$ cat config.mk
export PLATFORM = sky130hd
export DESIGN_NAME = product_display
export DESIGN_NICKNAME = d
export VERILOG_FILES = /design/src/rtl/product_display_pkg.sv /design/src/rtl/bcd_to_seg7.sv /design/src/rtl/product_display.sv
export SDC_FILE = /design/constraint.sdc
export NUM_CORES = 1
export LEC_CHECK = 0
export ABC_AREA = 0
export CORE_ASPECT_RATIO = 0.8
export CORE_MARGIN = 1
export CORE_UTILIZATION = 45
export DETAILED_ROUTE_END_ITERATION = 10
export PLACE_DENSITY = 0.67
export SYNTH_ARGS = -nofsm -noshare
export SYNTH_HDL_FRONTEND = slang
export SYNTH_SLANG_ARGS = --single-unit
$ cat constraint.sdc
create_clock -name clk -period 3.46 [get_ports clk]
set_input_delay 0.692 -clock clk [delete_from_list [all_inputs] [get_ports clk]]
set_output_delay 0.692 -clock clk [all_outputs]
set_load 0.02 [all_outputs]
$ cat src/rtl/product_display_pkg.sv
// Shared types and segment encodings for the boothMult product display path.
package mult_disp_pkg;

  typedef enum logic [1:0] {
    ST_IDLE  = 2'd0,
    ST_SHIFT = 2'd1,
    ST_DONE  = 2'd2
  } state_e;

  localparam logic [6:0] SEG_BLANK = 7'h7F;
  localparam logic [6:0] SEG_MINUS = 7'b0111111;

  // Active-low {g,f,e,d,c,b,a} codes for decimal digits; non-decimal input blanks.
  function automatic logic [6:0] seg_code(input logic [3:0] d);
    logic [6:0] s;
    case (d)
      4'd0:    s = 7'b1000000;
      4'd1:    s = 7'b1111001;
      4'd2:    s = 7'b0100100;
      4'd3:    s = 7'b0110000;
      4'd4:    s = 7'b0011001;
      4'd5:    s = 7'b0010010;
      4'd6:    s = 7'b0000010;
      4'd7:    s = 7'b1111000;
      4'd8:    s = 7'b0000000;
      4'd9:    s = 7'b0010000;
      default: s = SEG_BLANK;
    endcase
    return s;
  endfunction

endpackage

$ cat src/rtl/bcd_to_seg7.sv
// One BCD digit to an active-low seven-segment code, with forced blanking.
module bcd_to_seg7
  import mult_disp_pkg::*;
(
  input  logic [3:0] bcd,
  input  logic       blank,
  output logic [6:0] seg
);

  assign seg = blank ? SEG_BLANK : seg_code(bcd);

endmodule

$ cat src/rtl/product_display.sv
// Captures a signed boothMult product on Finish rising, converts it to sign plus
// decimal magnitude by shift-add-3, and drives six active-low seven-segment digits.
module product_display
  import mult_disp_pkg::*;
#(
  parameter int WIDTH  = 16,
  parameter int DIGITS = 5
) (
  input  logic             clk,
  input  logic             Resetn,
  input  logic             Finish,
  input  logic [WIDTH-1:0] FProduct,
  output logic             Busy,
  output logic             Valid,
  output logic [6:0]       HEX0,
  output logic [6:0]       HEX1,
  output logic [6:0]       HEX2,
  output logic [6:0]       HEX3,
  output logic [6:0]       HEX4,
  output logic [6:0]       HEX5
);

  localparam int BCD_W = 4 * DIGITS;
  localparam int CNT_W = $clog2(WIDTH + 1);

  state_e                  state_q, state_d;
  logic                    fin_q;
  logic                    sign_q, sign_d;
  logic [WIDTH-1:0]        mag_q, mag_d;
  logic [BCD_W-1:0]        bcd_q, bcd_d, bcd_adj;
  logic [CNT_W-1:0]        cnt_q, cnt_d;
  logic                    valid_q, valid_d;
  logic [DIGITS:0][6:0]    hex_q, hex_d;
  logic [DIGITS-1:0][6:0]  seg_w;
  logic [DIGITS-1:0]       blank_w;
  logic                    start;

  // fin_q resets high so a Finish already asserted out of reset is not an edge.
  assign start = Finish & ~fin_q;

  always_comb begin
    bcd_adj = bcd_q;
    for (int i = 0; i < DIGITS; i++) begin
      if (bcd_q[4*i +: 4] >= 4'd5)
        bcd_adj[4*i +: 4] = bcd_q[4*i +: 4] + 4'd3;
    end
  end

  // Leading-zero blanking: a digit blanks when it and everything above it is zero.
  for (genvar i = 0; i < DIGITS; i++) begin : g_dig
    if (i == 0) begin : g_units
      assign blank_w[i] = 1'b0;
    end else begin : g_upper
      assign blank_w[i] = (bcd_q[BCD_W-1:4*i] == '0);
    end
    bcd_to_seg7 u_seg (
      .bcd   (bcd_q[4*i +: 4]),
      .blank (blank_w[i]),
      .seg   (seg_w[i])
    );
  end

  always_comb begin
    state_d = state_q;
    sign_d  = sign_q;
    mag_d   = mag_q;
    bcd_d   = bcd_q;
    cnt_d   = cnt_q;
    valid_d = valid_q;
    hex_d   = hex_q;
    case (state_q)
      ST_IDLE: begin
        if (start) begin
          sign_d  = FProduct[WIDTH-1];
          mag_d   = FProduct[WIDTH-1] ? (~FProduct + 1'b1) : FProduct;
          bcd_d   = '0;
          cnt_d   = CNT_W'(WIDTH);
          state_d = ST_SHIFT;
        end
      end
      ST_SHIFT: begin
        {bcd_d, mag_d} = {bcd_adj, mag_q} << 1;
        cnt_d = cnt_q - 1'b1;
        if (cnt_q == CNT_W'(1))
          state_d = ST_DONE;
      end
      ST_DONE: begin
        for (int i = 0; i < DIGITS; i++)
          hex_d[i] = seg_w[i];
        hex_d[DIGITS] = sign_q ? SEG_MINUS : SEG_BLANK;
        valid_d = 1'b1;
        state_d = ST_IDLE;
      end
      default: state_d = ST_IDLE;
    endcase
  end

  always_ff @(posedge clk) begin
    if (Resetn) begin
      state_q <= ST_IDLE;
      fin_q   <= 1'b1;
      sign_q  <= 1'b0;
      mag_q   <= '0;
      bcd_q   <= '0;
      cnt_q   <= '0;
      valid_q <= 1'b0;
      hex_q   <= {(DIGITS+1){SEG_BLANK}};
    end else begin
      state_q <= state_d;
      fin_q   <= Finish;
      sign_q  <= sign_d;
      mag_q   <= mag_d;
      bcd_q   <= bcd_d;
      cnt_q   <= cnt_d;
      valid_q <= valid_d;
      hex_q   <= hex_d;
    end
  end

  assign Busy  = (state_q != ST_IDLE);
  assign Valid = valid_q;
  assign HEX0  = hex_q[0];
  assign HEX1  = hex_q[1];
  assign HEX2  = hex_q[2];
  assign HEX3  = hex_q[3];
  assign HEX4  = hex_q[4];
  assign HEX5  = hex_q[DIGITS];

endmodule

* Word-level counts from Yosys, hierarchy flattened
Memory sizes are Yosys's and may differ from the RTL's. A register that Yosys moved wholly into a read port is not among the register bits. Cells that the tools add are included.
Operators by class: reduce and logical (&&, ||, !) cells 10, add/subtract/negate cells 7, $lt $le $gt $ge 5, bitwise logic cells 3, mux-type cells 28, equal/unequal tests 5
Operator list (number):
- $mux W4 | 12
- $pmux W20 S2 | 1
- $mux W7 | 5
- $mux W16 | 2
- $pmux W16 S2 | 1
- $ge A4 B3 Y1 const B | 5
- $mux W20 | 1
- $add A16 B1 Y16 const B | 1
- $add A4 B2 Y4 const B | 4
- $logic_not A16 Y1 | 1
- $not A16 Y16 | 1
- $logic_not A12 Y1 | 1
- $pmux W5 S2 | 1
- $logic_not A8 Y1 | 1
- $reduce_and A2 Y1 | 3
- $eq A5 B1 Y1 const B | 1
- $mux W5 | 1
- $sub A5 B1 Y5 const B | 1
- $logic_not A4 Y1 | 1
- $mux W2 | 2
- $ne A2 B2 Y1 const B | 2
- $pmux W2 S2 | 1
- $reduce_bool A2 Y1 | 2
- $add A3 B2 Y3 const B | 1
- other kinds (6) | 6
Storage, ports and cells: logic and storage cells 75, register bits after elaboration 81, memories 5, input bits 19, ROM bits 560
Memories:
- (name not given) | depth 16, width 7, read ports 1, clocked after Yosys merged registers in 1, write ports 0, line product_display_pkg.sv:16 | case (d)
- (name not given) | depth 16, width 7, read ports 1, clocked after Yosys merged registers in 1, write ports 0, line product_display_pkg.sv:16
- (name not given) | depth 16, width 7, read ports 1, clocked after Yosys merged registers in 1, write ports 0, line product_display_pkg.sv:16
- (name not given) | depth 16, width 7, read ports 1, clocked after Yosys merged registers in 1, write ports 0, line product_display_pkg.sv:16
- (name not given) | depth 16, width 7, read ports 1, clocked after Yosys merged registers in 1, write ports 0, line product_display_pkg.sv:16

* Longest topological paths before layout
Gate-level depths: netlist of run 1.
depth after elaboration 6, mapped depth 12, gate-level depth less buffers 12

* Cells and area by module
A second synthesis of run 1 with hierarchy kept.
Second synthesis, totals: cells, all modules 626, area total of the unflattened synthesis 5079.9 µm²
By module, submodules not included:
- product_display | instances 1, sequential area each 1641.6 µm², area each 3885.0 µm², cells an instance 459
- bcd_to_seg7 (g_dig[0].u_seg ...) | instances 3, sequential area each 0.0 µm², area each 235.2 µm², cells an instance 33
- bcd_to_seg7 (g_dig[2].u_seg) | instances 1, sequential area each 0.0 µm², area each 252.7 µm², cells an instance 35
- bcd_to_seg7 (g_dig[1].u_seg) | instances 1, sequential area each 0.0 µm², area each 236.5 µm², cells an instance 33

* Worst setup path before layout of run 1
OpenSTA, ideal clock, no wires.
path type input to register, start in Finish, end reg (tool-made name), required time 3.365 ns, arrival 2.361 ns, path buffers 1, stages on the path 10, setup slack 1.003 ns, path through nor2b_1 o21bai_2 clkbuf_1 a22oi_1 nor2_1 inv_1 ha_1 nand2_1 o21ai_0 a221oi_1
RTL lines:
- start: declaration | line product_display.sv:11 | input logic Finish,

==> results of run 1 <==
==> synth_stat cells, drive strengths merged (7+ instances only) <==
library cell and count:
dfxtp 110, nand2 62, nor2 49, ha 39, o21ai 36, o22ai 34, inv 29, clkbuf 26
nor3 25, a22oi 19, a21oi 16, nand2b 15, xor2 13, buf 12, a211oi 11, nor4 10
xnor2 10, o31ai 9, a22o 7
==> worst max-delay path: cells and delay by family <==
kind                     cells  cell delay (ns)
buffers and inverters        3             0.85
adder cells (fa/ha/maj)      1             0.22
AO/OA/AOI/OAI                2             0.56
AND/OR/NAND/NOR              3             0.70
==> cell usage in the layout, fill, tap and decap left out, types with 7 or more instances in the layout <==
master	instances
sky130_fd_sc_hd__dfxtp_1	110
sky130_fd_sc_hd__nand2_1	62
sky130_fd_sc_hd__clkdlybuf4s50_1	55
sky130_fd_sc_hd__nor2_1	49
sky130_fd_sc_hd__ha_1	39
sky130_fd_sc_hd__o22ai_1	34
sky130_fd_sc_hd__o21ai_0	33
sky130_fd_sc_hd__inv_1	29
sky130_fd_sc_hd__nor3_1	24
sky130_fd_sc_hd__a22oi_1	19
sky130_fd_sc_hd__a21oi_1	16
sky130_fd_sc_hd__nand2b_1	15
sky130_fd_sc_hd__xor2_1	13
sky130_fd_sc_hd__a211oi_1	11
sky130_fd_sc_hd__buf_4	11
sky130_fd_sc_hd__xnor2_1	10
sky130_fd_sc_hd__nor4_1	10
sky130_fd_sc_hd__clkbuf_16	9
sky130_fd_sc_hd__o31ai_1	8
sky130_fd_sc_hd__a22o_1	7
==> kinds of logic after synthesis <==
family / after synthesis
buffers and inverters: 67
XOR/XNOR: 23
AO/OA/AOI/OAI: 165
adder cells (fa/ha/maj): 39
AND/OR/NAND/NOR: 195
multiplexers: 5
flip-flops: 110
other: 1
==> report_power, final <==
| part | switching [mW] | internal, mW |
|---|---|---|
| registers | 0.0133 | 1.28 |
| clock network | 0.453 | 0.486 |
| logic | 0.0913 | 0.0633 |
==> through the flow <==
step / util / worst slack [ns]
3_3_place_gp: 0.520 / 0.426
2_1_floorplan: - / 1.00
4_1_cts: 0.543 / 0.727
6_report: 0.543 / 0.672
3_5_place_dp: 0.520 / 0.348
5_1_grt: 0.543 / 0.451
==> final timing paths <==
check                        start                   end  slack, ns  cells past startpoint
max                         Finish              register       0.67                      9
min                       register  HEX4[2]$_SDFFE_PP1N_       0.44                      2
max reg2reg  bcd_q[1]$_SDFFE_PP0N_              register       0.71                     10
min reg2reg               register  HEX4[2]$_SDFFE_PP1N_       0.44                      2
==> layer usage <==
layer	global-route usage	vias to the layer above
li1	-	2234
met1	0.259	2036
met2	0.309	102
met3	0.0503	6
met4	0.0538	0
met5	0	-
==> area by class of cell <==
cell class                      count  area share
Clock buffer                       10      0.0367
Clock inverter                      6     0.00622
Inverter                           29      0.0175
Multi-Input combinational cell    433       0.454
Sequential cell                   110       0.353
Tap cell                          148      0.0297
Timing Repair Buffer               67       0.102
==> impl_results.md, run 1 <==
- Ranking of synthesized cells by area: sky130_fd_sc_hd__dfxtp_1, sky130_fd_sc_hd__ha_1, sky130_fd_sc_hd__nand2_1
- Most used flip-flop cell after synthesis: sky130_fd_sc_hd__dfxtp_1
- Clk Latency, worst-skew pair: 0.35 ns
- Number of violations reported at the end of detailed-routing iteration 0: 252
- CP peak stage delay: between 0.4 and 0.5 ns
- Reported max-cap violation count: 0
- Hold bufs inserted after CTS: 0
- Kind of start point of the critical path: primary input
- CP Data Required Time: roughly 3.7 ns
- Number of diodes: 0
- Average size of a mapped cell: 8.74 um2
- Number of distinct library cells after synthesis: 58
- Via-to-Cell Ratio: 5.45
- RD Place Congestion: 0.893
- Sum of overflow across all layers after global routing: 0
- Ratio of cells with drive above 1 in the final layout: 0.0641
- Buffers inserted during post-CTS setup optimization: 0
- Finished layout cell area: 6230 um2
- Outcome: finished, final reports clean
- Headroom to the max-slew limit: 0.379
- Setup violation total in the final timing report: 0
- Simple-gate share of the synthesized area: 0.178
- Fin. max-slew vios: 0
- Worst Hold Class: register to register
- Die Y-Extent: roughly 99 um
- Number of enable flip-flop cells after synthesis: 0
- Flop and latch count out of synthesis: 110
- Skew final: roughly 0.0051 ns
- First-pass GRT wire length: 18800 um
- Hold violation total from the final report: 0
- Worst setup EP type: register
- Fin cells: 803
- Top fanout value on the critical path: 5
- Static leakage power: 2.43 nW
- Transition at the pin with the smallest max-transition slack: 0.931 ns
- Compound-Gate Fraction of Synth Area: 0.212
- Number of DRC violations after detailed routing: 0
- TritonCTS clock tree: done
- Final layout net count: slightly above 700
- Met2 routed WL: approximately 5100 um
- Fillers: 1078
- Xor/xnor share of the synthesized area: 0.0381
- Adder and majority gate portion of the synthesized area: 0.0923
- Total number of clock tree sinks: 110
- Vias in the first global route: 3967
- Number of buffers inserted during clock tree synthesis: 9
- GRT Overall Usage: 0.194
- Multi-input logic area: around 2800 um2
- TritonRoute pass-1 iters: 4
- Seq. cell area: approximately 2200 um2
- Worst-case vdd ir drop: 0.240 mV
- Clock Tree Root: sky130_fd_sc_hd__clkbuf_16
- Vias after detailed routing: 4378
- Number of antenna violations at the first check in global routing: 0
- Number of rows in the core area: 35
- Horiz. Die Dim: 123 um
- Post-synth design cell area: 5290 um2
- Share of synthesized area occupied by flip-flops and latches: 0.416
- Combinational family with the most area after synthesis: compound AO/OA/AOI/OAI gates
- Unrepaired setup endpoints after global routing: no
- Power Dens Cells: roughly 380 nW/um2
- IO Port Bufs: 56
- Area of placed instances: 5960 um2
- CTS clock-pin slew for the worst setup and hold paths: roughly 0.070 ns
- Yosys top cell by area: sky130_fd_sc_hd__dfxtp_1
- Length of routed met3 wiring: 538 um
- Average wire per cell in the routed design: 14.2 um
- Yosys warning total: 0
- Pin count of the biggest net entering global routing: 41
- Crit Path Category: primary input to register
- Worst endpoint data arrival time: around 3.0 ns
- Highest-delay cell along the critical path: sky130_fd_sc_hd__clkdlybuf4s50_1
- Instance count after placement with tap cells included: 787
- Post-route total power: about 2.4 mW
- I/O Pins: 63
- Cell count after synthesis: 605
- Mux share of post-synthesis cell area: 0.00994
- Highest layer used for signal routing: met4
- Overall die area: 12200 um2
- Maximum root-to-sink buffer count: 2
- Post-cts gate resize count: 0
- Achievable Freq: 359 MHz
- Final worst-path cycle share: 0.806
- Worst Hold Margin: 0.443 ns
- Layout Area Growth over Synthesis: 17.9%
- Setup TNS Final: 0 ns
- FFs w/ async S/R, synth: 0
- Total half-perimeter wirelength after legalization and detailed placement: 8190 um
- Starting Density: 0.461
- Critical path, cell by cell: clkdlybuf4s50_1, nor2b_1, o31ai_1, buf_4, a32oi_1, inv_1, ha_1, nor4_1, nor3_1
- Fraction of post-synthesis cell area in the top cell type by area: 0.416
- Met1 WL: roughly 5700 um
- Post-layout minimum cycle time: 2.79 ns
- Post-route ant nets: 0
- Std-Cell Core Area: 11500 um2
- Final routed wirelength across all metal layers: 11400 um
- Total number of H-tree levels: 3
Power figures use the tool's default switching activity.
==> inputs of run 2 (changes only) <==
clock period = 2.8 ns   (was 3.46 ns; I/O delays follow)
==> run 2 against run 1 <==
Compared with the run above: register-to-register slack lost 0.41 ns; hold slack is essentially flat; clock-buffer cell count grew 2; global-route usage grew 0.66 points; wire length grew 0.81%; via count grew 1.0%; sequential power grew 24%; die area is the same; clock skew grew 0.0017 ns; critical path depth grew 1.
==> impl_results.md, run 2 (same netlist as run 1, synthesis figures left out) <==
- Final worst-path cycle share: 0.893
- Critical path, cell by cell: inv_1, ha_1, nand2b_1, nor3b_1, a21oi_1, o21ai_0, inv_1, ha_1, nor4_1, nor3_1 (was clkdlybuf4s50_1, nor2b_1, o31ai_1, buf_4, a32oi_1, inv_1, ha_1, nor4_1, nor3_1)
- Number of rows in the core area: 35 (unchanged)
- Crit Path Category: register to register (was primary input to register)
- TritonCTS clock tree: done (unchanged)
- CTS clock-pin slew for the worst setup and hold paths: 0.07 ns (about the same)
- Clock Tree Root: sky130_fd_sc_hd__clkbuf_16 (unchanged)
- Worst setup EP type: register (unchanged)
- Post-route ant nets: 0 (unchanged)
- CP Data Required Time: 3.03 ns (was 3.69 ns)
- Number of cell instances on the worst register-to-register path: 10 (unchanged)
- Number of cells on the worst hold path: 2 (unchanged)
- Fin cells: 823 (was 803)
- Achievable Freq: 400 MHz
- Logic depth of the worst setup path including buffers: 10 (was 9)
- Ratio of cells with drive above 1 in the final layout: 0.0933 (was 0.0641)
- Fin. max-slew vios: 0 (unchanged)
- Most common cell after layout, fill and taps aside: sky130_fd_sc_hd__dfxtp_1 (unchanged)
- Layout Area Growth over Synthesis: 21.7% (was 17.9%)
- Transition at the pin with the smallest max-transition slack: 0.580 ns (was 0.931 ns)
- Fillers: 1082 (was 1078)
- Total number of H-tree levels: 3 (unchanged)
- Die Y-Extent: 99.0 um (unchanged)
- Starting Density: 0.461 (unchanged)
- Worst endpoint data arrival time: 2.73 ns (was 3.02 ns)
- TritonRoute pass-1 iters: 4 (unchanged)
- Total buffers and inverters traversed by the critical path: 2 (was 3)
- Vias in the first global route: 4154 (was 3967)
- Setup TNS Final: 0 ns (unchanged)
- GRT Overall Usage: 0.201 (was 0.194)
- Buffers inserted during post-CTS setup optimization: 0 (unchanged)
- Post-cts gate resize count: 0 (unchanged)
- Number of antenna violations at the first check in global routing: 0 (unchanged)
- Sum of overflow across all layers after global routing: 0 (unchanged)
- Instance count after placement with tap cells included: 810 (was 787)
- Unrepaired setup endpoints after global routing: no (unchanged)
- Horiz. Die Dim: 123 um (unchanged)
- WHS Endpoint: HEX2[4]$_SDFFE_PP1N_ (was HEX4[2]$_SDFFE_PP1N_)
- Hold bufs inserted after CTS: 0 (unchanged)
- Dpl ws: -0.0274 ns (was 0.348 ns)
- Number of buffers inserted during clock tree synthesis: 9 (unchanged)
- Static leakage power: 2.56 nW (was 2.43 nW)
- Register-to-register setup slack: 0.30 ns (was 0.71 ns)
- Worst Hold Class: register to register (unchanged)
- Average wire per cell in the routed design: 14.0 um (was 14.2 um)
- Hold violation total from the final report: 0 (unchanged)
- CP peak stage delay: 0.49 ns (was 0.48 ns)
- Post-layout minimum cycle time: between 2 and 3 ns
- Reported max-cap violation count: 0 (unchanged)
- Std-Cell Core Area: 11500 um2 (unchanged)
- Highest-delay cell along the critical path: sky130_fd_sc_hd__dfxtp_1 (was sky130_fd_sc_hd__clkdlybuf4s50_1)
- Met3 GRT Util: 0.0434 (was 0.0503)
- Via-to-Cell Ratio: 5.37 (was 5.45)
- PnR worst setup slack: 0.300 ns (was 0.672 ns)
- IO Port Bufs: 56 (unchanged)
- Pin count of the biggest net entering global routing: 41 (unchanged)
- Number of DRC violations after detailed routing: 0 (unchanged)
- Kind of start point of the critical path: register (was primary input)
- Core utilization of the finished layout: 0.561 (was 0.543)
- Seq. cell area: 2200 um2 (unchanged)
- Number of diodes: 0 (unchanged)
- Total half-perimeter wirelength after legalization and detailed placement: 8360 um (was 8190 um)
- Final routed wirelength across all metal layers: 11500 um (was 11400 um)
- Worst-case vdd ir drop: 0.297 mV (was 0.240 mV)
- Clk Latency, worst-skew pair: 0.35 ns (about the same)
- Most used routing layer: met2 (unchanged)
- Power Dens Cells: 479 nW/um2 (was 383 nW/um2)
- Number of violations reported at the end of detailed-routing iteration 0: 146 (was 252)
- Met1 Use GR: 0.257 (was 0.259)
- RD Place Congestion: 0.801 (was 0.893)
- Outcome: finished, final reports clean (unchanged)
- Commonest non-fill, non-tap cells in the layout: sky130_fd_sc_hd__dfxtp_1, sky130_fd_sc_hd__nand2_1, sky130_fd_sc_hd__clkdlybuf4s50_1 (unchanged)
- Skew final: 0.00672 ns (was 0.00506 ns)
- Top fanout value on the critical path: 8 (was 5)
- Largest delay contributor family on the critical path: simple AND/OR/NAND/NOR gates (was buffers and inverters)
- Setup violation total in the final timing report: 0 (unchanged)
- Final layout net count: 731 (was 708)
- Overall die area: 12200 um2 (unchanged)
- Headroom to the max-slew limit: 0.612 (was 0.379)
- I/O Pins: 63 (unchanged)
- Total number of clock tree sinks: 110 (unchanged)
- Met2 usage in global routing: 0.333 (was 0.309)
- Worst r2r src: bcd_q[1]$_SDFFE_PP0N_ (unchanged)
- First-pass GRT wire length: 19500 um (was 18800 um)
- Maximum root-to-sink buffer count: 2 (unchanged)
- Multi-input logic area: 2830 um2 (unchanged)
- Vias after detailed routing: 4423 (was 4378)
[run 2: where the power goes]
part | internal (mW) | switching [mW]
clock | 0.752 | 0.530
combinational | 0.0836 | 0.114
sequential | 1.58 | 0.0164
total | 2.42 | 0.660
[run 2: final cells by class]
type | instances | area share
flip-flops and latches | 110 | 0.342
clock buffers | 12 | 0.0414
inverters | 29 | 0.0169
well taps | 148 | 0.0288
multi-input cells | 433 | 0.440
clock inverters | 1 | 0.00467
repair buffers | 90 | 0.126
[run 2: worst min-delay path, stage by stage (launching register included)]
cell                      delay, ns
sky130_fd_sc_hd__dfxtp_1       0.31
sky130_fd_sc_hd__o22ai_1       0.05
sky130_fd_sc_hd__nand2_1       0.05
[run 2: how the worst max path moves through the flow]
| stage | start | to |
|---|---|---|
| after floorplan | Finish | register |
| after global placement | Finish | register |
| after detailed placement | Finish | register |
| after CTS | bcd_q[1]$_SDFFE_PP0N_ | register |
| after global routing | bcd_q[1]$_SDFFE_PP0N_ | register |
| final | bcd_q[1]$_SDFFE_PP0N_ | register |
[run 2: per-layer routing]
layer	routed length (um)	up-vias	part of all wire
met2	5290	85	0.46
li1	-	2280	-
met3	404	17	0.035
met5	0	-	0
met1	5650	2041	0.49
met4	162	0	0.014
[run 2: through the flow]
stage               hold slack [ns]  cell area [um2]  total power [mW]
finish                        0.444             6430              3.08
global route                  0.457             6430              3.19
CTS                           0.446             6430              3.10
detailed placement            0.430             6140              1.83
global placement              0.420             6140              1.83
floorplan                     0.418             5310              1.75
==> variant 1: new RTL, config.mk and constraints of run 2 <==
Set the parameter `DIGITS` to 10 (it was 5).
--- a/src/rtl/product_display.sv
+++ b/src/rtl/product_display.sv
@@ -5,5 +5,5 @@
 #(
   parameter int WIDTH  = 16,
-  parameter int DIGITS = 5
+  parameter int DIGITS = 10
 ) (
   input  logic             clk,
Function: no difference found for any inputs over 10 cycles, from zero or initial values and one cycle with Resetn high; that may be too few to reach the edited logic, so the function may still have changed.
==> variant 1 against run 2 <==
Cell count up 19%. Combinational power increased by 12%. Power rose by 40%. Worst setup slack got worse by 0.032 ns. Synthesized area is 23% higher. Sequential share of layout area down 1.3 points. Global-route usage grew 1.2 points. Sequential cell count grew 20. Final area grew 23%. Synthesized cell count is 20% higher. Wire length rose by 28%.
==> variant 1: results <==
{
  "vias": 5412,
  "drt_iter0_drc": 329,
  "dr_wl_met3_um": 659,
  "use_met1_pct": 28.9,
  "skew_ns": 0.00533,
  "yosysSeqAreaShare_pct": 40.2,
  "design.seq.count": 130,
  "outcome": "finished, final reports clean",
  "ir_drop_mv": 0.452,
  "gp_congestion": 0.854,
  "hold_end": "HEX4[5]",
  "nets": 864,
  "grt_max_degree": 44,
  "p_leak_nw": 3.15,
  "synth-adder-area-share_pct": 10.4,
  "synthTopCellsByArea": "dfxtp_1 (40%), ha_1 (10%), a21oi_1 (4.4%)",
  "synth.distinct_cells": 65,
  "synth_xor_area_share_pct": 4.59,
  "reg2reg_slack_ns": 0.27,
  "multi_input_area_um2": 3510,
  "clkbuf_count": 23,
  "grt_pass1_wl_mm": 24.8,
  "dp_worst_setup_slack_ns": 0.00241,
  "met2_usage_pct": 32.6,
  "routed_wl_mm": 14.7,
  "fillers": 1180,
  "yosys-top-cells-count": "dfxtp_1 (130), a21oi_1 (57), ha_1 (54), inv_1 (47), nand2_1 (40)",
  "sh_seq_area_pct": 32.9,
  "htreeDepth": 4,
  "inverters": 50,
  "drt-pass1-iter-count": 5,
  "clk_pin_slew_worst_paths_ns": 0.05,
  "synth_compound_area_share_pct": 22.8,
  "met1_length_mm": 7.40,
  "cp.arrival_ns": 2.81,
  "drive_gt1_share_pct": 8.86,
  "wl_met2_mm": 6.51,
  "dp_hpwl_mm": 10.3,
  "n_all_buffers": 89,
  "cp_top_family": "compound AO/OA/AOI/OAI gates",
  "fmax_mhz": 395,
  "multi_input_gates": 503,
  "rr_worst_depth": 11,
  "synth_mux_area_share_pct": 1.72,
  "grt_pass1_vias": 5125,
  "tightestPinTransition_ns": 0.725,
  "bufAreaShareNonClock_pct": 10.2,
  "grt_use_total_pct": 21.3,
  "clk_share_pct": 7.37,
  "numCtsBuffers": 17,
  "clk_latency_ns": 0.41,
  "critical_path.max_fanout": 7
}
==> variant 1: changes by cell type after synthesis, moves of 14 or more <==
cell,run 2,this run
a21oi_1,16,57
dfxtp_1,110,130
ha_1,39,54
inv_1,29,47
nand2_1,62,40
nand2b_1,15,29
==> variant 1: metrics by stage <==
stage / cells / cell area [µm²] / hold WS, ns / utilization (%) / power, W
6_report: 981 / 7910 / 0.448 / 57.4 / 0.00431
5_1_grt: 981 / 7910 / 0.469 / 57.4 / 0.00447
4_1_cts: 981 / 7910 / 0.450 / 57.4 / 0.00435
3_5_place_dp: 952 / 7320 / 0.438 / 53.1 / 0.00214
3_3_place_gp: 952 / 7320 / 0.434 / 53.1 / 0.00214
2_1_floorplan: 730 / 6500 / 0.422 / - / 0.00206
==> variant 1: where the power goes <==
part / leakage [nW] / internal (W) / switching, W
Clock: 0.289 / 0.00145 / 0.000757
Sequential: 1.05 / 0.00187 / 0.0000141
Combinational: 1.81 / 0.0000886 / 0.000132
==> variant 2: new RTL, settings of run 2 <==
Without the edit above. Register the inputs `Finish` and `FProduct` before use. The logic sees them one clock later.
--- a/src/rtl/product_display.sv
+++ b/src/rtl/product_display.sv
@@ -24,4 +24,12 @@
   localparam int CNT_W = $clog2(WIDTH + 1);
 
+  logic Finish_q;
+  logic [WIDTH-1:0] FProduct_q;
+
+  always_ff @(posedge clk) begin
+    Finish_q   <= Finish;
+    FProduct_q <= FProduct;
+  end
+
   state_e                  state_q, state_d;
   logic                    fin_q;
@@ -37,5 +45,5 @@
 
   // fin_q resets high so a Finish already asserted out of reset is not an edge.
-  assign start = Finish & ~fin_q;
+  assign start = Finish_q & ~fin_q;
 
   always_comb begin
@@ -72,6 +80,6 @@
       ST_IDLE: begin
         if (start) begin
-          sign_d  = FProduct[WIDTH-1];
-          mag_d   = FProduct[WIDTH-1] ? (~FProduct + 1'b1) : FProduct;
+          sign_d  = FProduct_q[WIDTH-1];
+          mag_d   = FProduct_q[WIDTH-1] ? (~FProduct_q + 1'b1) : FProduct_q;
           bcd_d   = '0;
           cnt_d   = CNT_W'(WIDTH);
@@ -108,5 +116,5 @@
     end else begin
       state_q <= state_d;
-      fin_q   <= Finish;
+      fin_q   <= Finish_q;
       sign_q  <= sign_d;
       mag_q   <= mag_d;
Function: changed (Yosys sat finds a counterexample within 4 cycles, from zero or initial values and one cycle with Resetn high).
==> variant 2 against run 2 <==
Sequential power grew 17%. Sequential share of layout area increased by 1.8 points. Power grew 31%. Synthesized area up 7.5%. Sequential cell count up 17. Final area rose by 9.7%. Combinational power decreased by 2%. Via count grew 4.9%. Worst setup slack better by 0.049 ns. Wire length up 11%. Die area grew 7.4%.
==> variant 2: results <==
{
  "place_area_um2": 6530,
  "p_leak_nw": 2.83,
  "clockPowerShare_pct": 48.8,
  "combPwrFrac_pct": 4.8,
  "dp_worst_setup_slack_ns": 0.00959,
  "fmax_mhz": 408,
  "yosysSeqAreaShare_pct": 44.7,
  "use_met1_pct": 25.6,
  "p_switching_w": 0.000878,
  "hold_ws_ns": 0.432,
  "synth.distinct_cells": 64,
  "final_cell_count_no_fill": 878,
  "synthTopCellsByArea": "dfxtp_1 (45%), ha_1 (8.6%), nand2_1 (4.1%)",
  "numCtsBuffers": 17,
  "wl_met2_mm": 5.92,
  "hold_end": "fin_q",
  "htreeDepth": 4,
  "cp.arrival_ns": 2.78,
  "yosys-top-cells-count": "dfxtp_1 (127), nand2_1 (62), nor2_1 (45), ha_1 (39), o21ai_0 (37)",
  "grt_max_degree": 43,
  "nets": 755,
  "clk_pin_slew_worst_paths_ns": 0.05,
  "reg2reg_slack_ns": 0.35,
  "worstSetupStartpoint": "bcd_q[13]",
  "synth-adder-area-share_pct": 8.58,
  "grt_use_total_pct": 21.1,
  "synth_compound_area_share_pct": 21.6,
  "dp_hpwl_mm": 8.90,
  "critical_path.max_fanout": 5,
  "skew_ns": 0.00948,
  "tightestPinTransition_ns": 0.876,
  "slowest_delay_ns": 0.40,
  "gp_congestion": 0.894,
  "outcome": "finished, final reports clean",
  "min_path_cells": 1,
  "routedWlPerCell_um": 14.5,
  "dr_wl_met3_um": 570,
  "synth_area_leader_cell": "dfxtp_1",
  "dpl.cell_count": 849,
  "drt-pass1-iter-count": 5,
  "met2_usage_pct": 34.8,
  "synth_mux_area_share_pct": 1.94
}
variant 2: cell types whose count changed after synthesis, sizes merged, moves of 4 or more:
cell / run 2 / this run
a211oi: 11 / 3
a21o: 5 / 1
a21oi: 16 / 33
dfxtp: 110 / 127
inv: 29 / 34
mux2i: 3 / 11
nor2: 49 / 45
nor3: 25 / 12
nor4: 10 / 4
o21ai: 36 / 43
variant 2: layout make-up:
cell class                 instances  area, µm²
fill                            1071       5190
sequential                       127       2540
multi-input combinational        433       2870
timing repair buffer              84        771
clock inverter                     5       32.5
tap                              171        214
inverter                          34        128
clock buffer                      24        502
variant 2: critical path: cells and delay by family, from the launching register on:
kind / cells / cell delay [ns]
AO/OA/AOI/OAI: 3 / 0.81
flip-flops: 1 / 0.40
adder cells (fa/ha/maj): 2 / 0.40
AND/OR/NAND/NOR: 2 / 0.27
buffers and inverters: 2 / 0.26
XOR/XNOR: 1 / 0.20
